## src/rtl/board_reset_sequencer_pkg.sv

```systemverilog
// Shared types and default timing constants for the board reset sequencer.
package board_pkg;

  typedef enum logic [1:0] {
    WAIT_LOCK   = 2'd0,
    LOCK_STABLE = 2'd1,
    HOLD        = 2'd2,
    RUN         = 2'd3
  } seq_state_t;

  localparam int DEBOUNCE_CYCLES_DEF    = 20000;
  localparam int LOCK_STABLE_CYCLES_DEF = 1024;
  localparam int RESET_HOLD_CYCLES_DEF  = 16;
  localparam int HEARTBEAT_BIT_DEF      = 22;

endpackage

```

## src/rtl/board_reset_sequencer_debounce.sv

```systemverilog
// Two-flop synchronizer plus debouncer: clean_o follows raw_i once the synced
// value has differed for DEBOUNCE_CYCLES cycles (2 + DEBOUNCE_CYCLES latency).
module debounce
  import board_pkg::*;
#(
  parameter int DEBOUNCE_CYCLES = DEBOUNCE_CYCLES_DEF
) (
  input  logic clk_i,
  input  logic rst_ni,
  input  logic raw_i,
  output logic clean_o
);

  localparam int             CntW   = $clog2(DEBOUNCE_CYCLES + 1);
  localparam logic [CntW-1:0] CntMax = CntW'(DEBOUNCE_CYCLES);

  logic            sync1_q;
  logic            sync2_q;
  logic            clean_q;
  logic            clean_d;
  logic [CntW-1:0] cnt_q;
  logic [CntW-1:0] cnt_d;
  logic [CntW-1:0] cnt_inc;

  always_comb begin
    cnt_inc = (cnt_q >= CntMax) ? cnt_q : cnt_q + CntW'(1);
    clean_d = clean_q;
    cnt_d   = '0;
    if (sync2_q != clean_q) begin
      if (cnt_inc >= CntMax) begin
        clean_d = sync2_q;
      end else begin
        cnt_d = cnt_inc;
      end
    end
  end

  always_ff @(posedge clk_i) begin
    if (!rst_ni) begin
      sync1_q <= 1'b0;
      sync2_q <= 1'b0;
      clean_q <= 1'b0;
      cnt_q   <= '0;
    end else begin
      sync1_q <= raw_i;
      sync2_q <= sync1_q;
      clean_q <= clean_d;
      cnt_q   <= cnt_d;
    end
  end

  assign clean_o = clean_q;

endmodule

```

## src/rtl/board_reset_sequencer.sv

```systemverilog
// Core reset sequencer: lock qualify -> hold -> run, plus debounced switch/buttons.
// Optional run heartbeat counter is built only when HEARTBEAT_EN is defined.
module board_reset_sequencer
  import board_pkg::*;
#(
  parameter int DEBOUNCE_CYCLES    = DEBOUNCE_CYCLES_DEF,
  parameter int LOCK_STABLE_CYCLES = LOCK_STABLE_CYCLES_DEF,
  parameter int RESET_HOLD_CYCLES  = RESET_HOLD_CYCLES_DEF,
  parameter int HEARTBEAT_BIT      = HEARTBEAT_BIT_DEF
) (
  input  logic       clk,
  input  logic       reset,
  input  logic       locked,
  input  logic       sw_rst_raw,
  input  logic [3:0] btn_raw,
  output logic [3:0] btn_clean,
  output logic       core_reset,
  output logic       ready,
  output logic [1:0] seq_state,
  output logic       heartbeat
);

  localparam int              StW     = $clog2(LOCK_STABLE_CYCLES + 1);
  localparam int              HoldW   = $clog2(RESET_HOLD_CYCLES + 1);
  localparam logic [StW-1:0]  StMax   = StW'(LOCK_STABLE_CYCLES);
  localparam logic [HoldW-1:0] HoldMax = HoldW'(RESET_HOLD_CYCLES);

  logic             lock_sync1_q;
  logic             locked_s;
  logic             sw_clean;
  seq_state_t       state_q;
  seq_state_t       state_d;
  logic [StW-1:0]   stable_cnt_q;
  logic [StW-1:0]   stable_cnt_d;
  logic [StW-1:0]   stable_inc;
  logic [HoldW-1:0] hold_cnt_q;
  logic [HoldW-1:0] hold_cnt_d;
  logic [HoldW-1:0] hold_inc;
  logic             core_reset_q;
  logic             core_reset_d;
  logic             ready_q;
  logic             ready_d;

  debounce #(.DEBOUNCE_CYCLES(DEBOUNCE_CYCLES)) u_sw_db (
    .clk_i  (clk),
    .rst_ni (reset),
    .raw_i  (sw_rst_raw),
    .clean_o(sw_clean)
  );

  for (genvar i = 0; i < 4; i++) begin : g_btn_db
    debounce #(.DEBOUNCE_CYCLES(DEBOUNCE_CYCLES)) u_btn_db (
      .clk_i  (clk),
      .rst_ni (reset),
      .raw_i  (btn_raw[i]),
      .clean_o(btn_clean[i])
    );
  end

  always_ff @(posedge clk) begin
    if (!reset) begin
      lock_sync1_q <= 1'b0;
      locked_s     <= 1'b0;
      state_q      <= WAIT_LOCK;
      stable_cnt_q <= '0;
      hold_cnt_q   <= '0;
      core_reset_q <= 1'b1;
      ready_q      <= 1'b0;
    end else begin
      lock_sync1_q <= locked;
      locked_s     <= lock_sync1_q;
      state_q      <= state_d;
      stable_cnt_q <= stable_cnt_d;
      hold_cnt_q   <= hold_cnt_d;
      core_reset_q <= core_reset_d;
      ready_q      <= ready_d;
    end
  end

  always_comb begin
    stable_inc   = (stable_cnt_q >= StMax) ? stable_cnt_q : stable_cnt_q + StW'(1);
    hold_inc     = (hold_cnt_q >= HoldMax) ? hold_cnt_q : hold_cnt_q + HoldW'(1);
    state_d      = state_q;
    stable_cnt_d = stable_cnt_q;
    hold_cnt_d   = hold_cnt_q;
    case (state_q)
      WAIT_LOCK: begin
        stable_cnt_d = '0;
        if (locked_s) state_d = LOCK_STABLE;
      end
      LOCK_STABLE: begin
        if (!locked_s) begin
          state_d      = WAIT_LOCK;
          stable_cnt_d = '0;
        end else if (stable_inc >= StMax) begin
          state_d      = HOLD;
          stable_cnt_d = '0;
          hold_cnt_d   = '0;
        end else begin
          stable_cnt_d = stable_inc;
        end
      end
      HOLD: begin
        // Lock loss outranks the switch, so a simultaneous press still drops to WAIT_LOCK.
        if (!locked_s) begin
          state_d = WAIT_LOCK;
        end else if (sw_clean) begin
          hold_cnt_d = '0;
        end else if (hold_inc >= HoldMax) begin
          state_d = RUN;
        end else begin
          hold_cnt_d = hold_inc;
        end
      end
      RUN: begin
        if (!locked_s) begin
          state_d = WAIT_LOCK;
        end else if (sw_clean) begin
          state_d    = HOLD;
          hold_cnt_d = '0;
        end
      end
      default: state_d = WAIT_LOCK;
    endcase
  end

  // Registered from next state so core_reset moves on the very edge the state changes.
  always_comb begin
    core_reset_d = (state_d != RUN);
    ready_d      = (state_d == RUN);
  end

  assign core_reset = core_reset_q;
  assign ready      = ready_q;
  assign seq_state  = state_q;

`ifdef HEARTBEAT_EN
  localparam int HbW = HEARTBEAT_BIT + 1;

  logic [HbW-1:0] hb_q;

  always_ff @(posedge clk) begin
    if (!reset) begin
      hb_q <= '0;
    end else if (state_q == RUN) begin
      hb_q <= hb_q + HbW'(1);
    end else begin
      hb_q <= '0;
    end
  end

  assign heartbeat = hb_q[HEARTBEAT_BIT];
`else
  assign heartbeat = 1'b0;
`endif

endmodule

```

## config.mk

```make
export PLATFORM = sky130hd
export DESIGN_NAME = board_reset_sequencer
export DESIGN_NICKNAME = d
export VERILOG_FILES = /design/src/rtl/board_reset_sequencer_pkg.sv /design/src/rtl/board_reset_sequencer_debounce.sv /design/src/rtl/board_reset_sequencer.sv
export SDC_FILE = /design/constraint.sdc
export NUM_CORES = 1
export LEC_CHECK = 0
export ABC_AREA = 1
export BUFFER_PORTS_ARGS = -buffer_cell sky130_fd_sc_hd__buf_2
export CAP_MARGIN = 40
export CORE_MARGIN = 5
export CORE_UTILIZATION = 48
export DETAILED_ROUTE_END_ITERATION = 12
export PLACE_DENSITY = 0.65
export SETUP_SLACK_MARGIN = 0.1
export SLEW_MARGIN = 10
export SYNTH_ARGS = -nofsm -noshare
export SYNTH_HDL_FRONTEND = slang
export SYNTH_HIERARCHICAL = 1
export SYNTH_SLANG_ARGS = --single-unit
```

## constraint.sdc

```tcl
create_clock -name clk -period 3.15 [get_ports clk]
set_clock_uncertainty 0.05 [all_clocks]
set_input_delay 0.4725 -clock clk [delete_from_list [all_inputs] [get_ports clk]]
set_output_delay 0.4725 -clock clk [all_outputs]
set_load 0.1 [all_outputs]
```

==> run metrics <==
leak pwr=2.827 nW; Row Count=44; IO Pins=17; Critical Path Sink=g_btn_db[2].u_btn_db/cnt_q[14]$_SDFF_PP0_; Final setup viols=0; Worst-Skew Late Latency=0.36 ns; vias in the first global route=5,327; final-report hold violation count=0; Primary FF master, synth=dfxtp_1; NumNets Final=1,081; CTS tree=yes; number of flops mapped to enable cells by yosys=0; Slew HR=0.5446; worst-margin pin slew=0.6830 ns; fmax=427.2 MHz; setup tns final=0 ns; PwrDens=347.6 nW/um^2; Worst Setup SP=g_btn_db[2].u_btn_db/cnt_q[0]$_SDFF_PP0_; post-DP HPWL=9600 um; worst flop-to-flop path startpoint=g_btn_db[2].u_btn_db/cnt_q[0]$_SDFF_PP0_; maximum vdd drop=0.2782 mV; drt first pass iters=5; initial core utilization=0.4885; CP required=3.35 ns; DR WL/cell=10.44 um; Int Pwr=0.002002 W; status=completed; pre-CTS WS=0.8229 ns; Warnings, synthesis=6; ant diodes=0; max-slew violations=0; drt initial violations=271; port buffer count=15; Tot Pwr=0.002625 W; combinational share of power=0.022; Hold Path Class=in2reg; hold_buf cts=0; Final Critical Period=2.341 ns; gpl congestion=0.8536; Avg Inst Size Synth=6.794 um^2; Filler cells=1,483; fin worst setup slack=0.8090 ns; Worst R2R End=g_btn_db[2].u_btn_db/cnt_q[14]$_SDFF_PP0_; sequential share of the synthesized area=0.3158; first-pass GRT wire length=23,180 um; Setup crit start kind=flip-flop; initial antenna violation count=0; Async SR Flop Fraction=0; Reg2Reg Setup Slack=0.81 ns; RSZ-0062 raised after global routing=no; clock buffer depth=2; final wirelength=13,020 um; Vias/cell=4.703; number of clock sinks=112; most frequent cells in the layout=305 x nand2_1, 132 x inv_1, 120 x nor2_1; CP Max Fanout=15; synth-to-layout area growth=6.362%; Sw Ratio=0.2374; Distinct cells, synth=37; register share of total power=0.545; synthesized instance count=1,045; Clk pwr share=0.433; most common cell after layout, fill and taps aside=nand2_1; root buf cell=clkbuf_16; cell count of the worst reg-to-reg path=10; die area=17,320 um^2; final cycle utilization of the critical path=0.7432; Mapped Area=7099 um^2; global-route usage over all layers=0.1540; share of cells above drive strength 1=0.1842; number of CTS-inserted buffers=9; syn nets=1,067; worst path arrival time=2.54 ns; DRC errors left=0; Net Sw Power=0.0006231 W; die width=131.6 um; Yosys reg bits=112; via count=5,869; # Max-Cap Violations=0; post-CTS sizing=0; kind of critical path=reg2reg; critical path capture point type=flip-flop; largest net degree at the start of global routing=25; Post-CTS Setup Bufs=0; Placeable Area=14,530 um^2; Die Height=131.6 um; CTS H-tree lvls=3; clock transition at the registers of the reported paths=0.08 ns; number of routed nets with antenna violations=0; grt ovf=0
[routing by layer]
| metal | track usage | vias to the layer above | wire, um |
|---|---|---|---|
| li1 | - | 3237 | - |
| met1 | 0.1983 | 2543 | 6535 |
| met2 | 0.2579 | 74 | 5873 |
| met3 | 0.03211 | 15 | 395 |
| met4 | 0.04971 | 0 | 218 |
| met5 | 0 | - | 0 |
[cell usage after synthesis, types with 2 or more instances]
library cell | instances | share of area
nand3_1 | 67 | 0.047
inv_1 | 132 | 0.070
nor2b_2 | 5 | 0.0062
o21ai_0 | 17 | 0.012
nand2_1 | 305 | 0.16
nand4_1 | 22 | 0.019
buf_4 | 2 | 0.0021
nand2_2 | 19 | 0.017
nor3_2 | 2 | 0.0028
xor2_1 | 14 | 0.017
o21ai_1 | 5 | 0.0035
nor3_1 | 8 | 0.0056
nor2_2 | 97 | 0.085
buf_8 | 5 | 0.011
nor2_4 | 10 | 0.016
nand2_4 | 8 | 0.013
nor2_1 | 120 | 0.063
buf_6 | 6 | 0.0095
xnor2_1 | 22 | 0.027
dfxtp_1 | 112 | 0.32
o21ai_2 | 5 | 0.0062
a21oi_4 | 5 | 0.011
a21oi_1 | 13 | 0.0092
clkinv_1 | 5 | 0.0026
ha_1 | 14 | 0.025
nand4_4 | 5 | 0.015
nand3b_1 | 10 | 0.011
[cell families (layout without fill, tap and decap cells)]
kind of cell	Yosys count	count (layout)	share of synthesized area
buf+inv	153	172	0.09746
flops	112	112	0.3158
compound gates	46	46	0.04494
other cells	1	1	0.0005282
simple gates	683	683	0.4722
fa+ha+maj	14	14	0.02467
xor+xnor	36	36	0.04441
[worst max-delay path, stage by stage, from the launching register on]
cell	delay, ns
dfxtp_1	0.42
ha_1	0.27
inv_1	0.07
nor2_2	0.17
nand2_1	0.12
o21ai_0	0.26
nand3_1	0.16
nor2_1	0.12
nand4_1	0.19
nand4_4	0.33
nor2_1	0.07
[registers in the layout (all words and copies together), names as in the netlist]
signal	cells
g_btn_db.u_btn_db/clean_o	4
hold_cnt_q	5
u_sw_db/cnt_q	15
u_sw_db/sync1_q	1
g_btn_db.u_btn_db/sync1_q	4
lock_sync1_q	1
seq_state	2
locked_s	1
g_btn_db.u_btn_db/cnt_q	60
u_sw_db/clean_o	1
u_sw_db/sync2_q	1
stable_cnt_q	11
ready	1
core_reset	1
g_btn_db.u_btn_db/sync2_q	4
[power by group through the flow]
stage          clock, W  combinational (W)  sequential [W]
3_3_place_gp          0          0.0000573         0.00146
5_1_grt         0.00125          0.0000636         0.00143
3_5_place_dp          0          0.0000575         0.00146
2_1_floorplan         0          0.0000437         0.00146
4_1_cts         0.00120          0.0000578         0.00143
6_report        0.00114          0.0000569         0.00143
[worst min path at each step]
stage | slack [ns] | from | endpoint | depth (start not counted)
floorplan | 0.34 | g_btn_db[0].u_btn_db/sync1_q$_SDFF_PN0_ | g_btn_db[0].u_btn_db/sync2_q$_SDFF_PN0_ | 2
global placement | 0.34 | g_btn_db[0].u_btn_db/sync1_q$_SDFF_PN0_ | g_btn_db[0].u_btn_db/sync2_q$_SDFF_PN0_ | 2
detailed placement | 0.35 | g_btn_db[0].u_btn_db/sync1_q$_SDFF_PN0_ | g_btn_db[0].u_btn_db/sync2_q$_SDFF_PN0_ | 2
CTS | 0.22 | locked | lock_sync1_q$_SDFF_PN0_ | 3
global route | 0.25 | btn_raw[2] | g_btn_db[2].u_btn_db/sync1_q$_SDFF_PN0_ | 3
finish | 0.24 | locked | lock_sync1_q$_SDFF_PN0_ | 3
[layout make-up]
| type | count | area [um^2] | share of cell area |
|---|---|---|---|
| clock buffer | 9 | 225.2 | 0.02983 |
| clock inverter | 7 | 71.32 | 0.009445 |
| inverter | 140 | 534.3 | 0.07075 |
| multi-input combinational | 780 | 4165 | 0.5516 |
| sequential | 112 | 2242 | 0.2969 |
| tap | 184 | 230.2 | 0.03049 |
| timing repair buffer | 16 | 82.58 | 0.01094 |
[stage by stage]
stage	hold WS, ns	area (um^2)	util	std cells
floorplan	0.3400	7099	-	1045
global placement	0.3415	7254	0.4991	1232
detailed placement	0.3453	7254	0.4991	1232
CTS	0.2230	7551	0.5195	1248
global route	0.2482	7551	0.5195	1248
finish	0.2403	7551	0.5195	1248
Power figures use the tool's default switching activity.
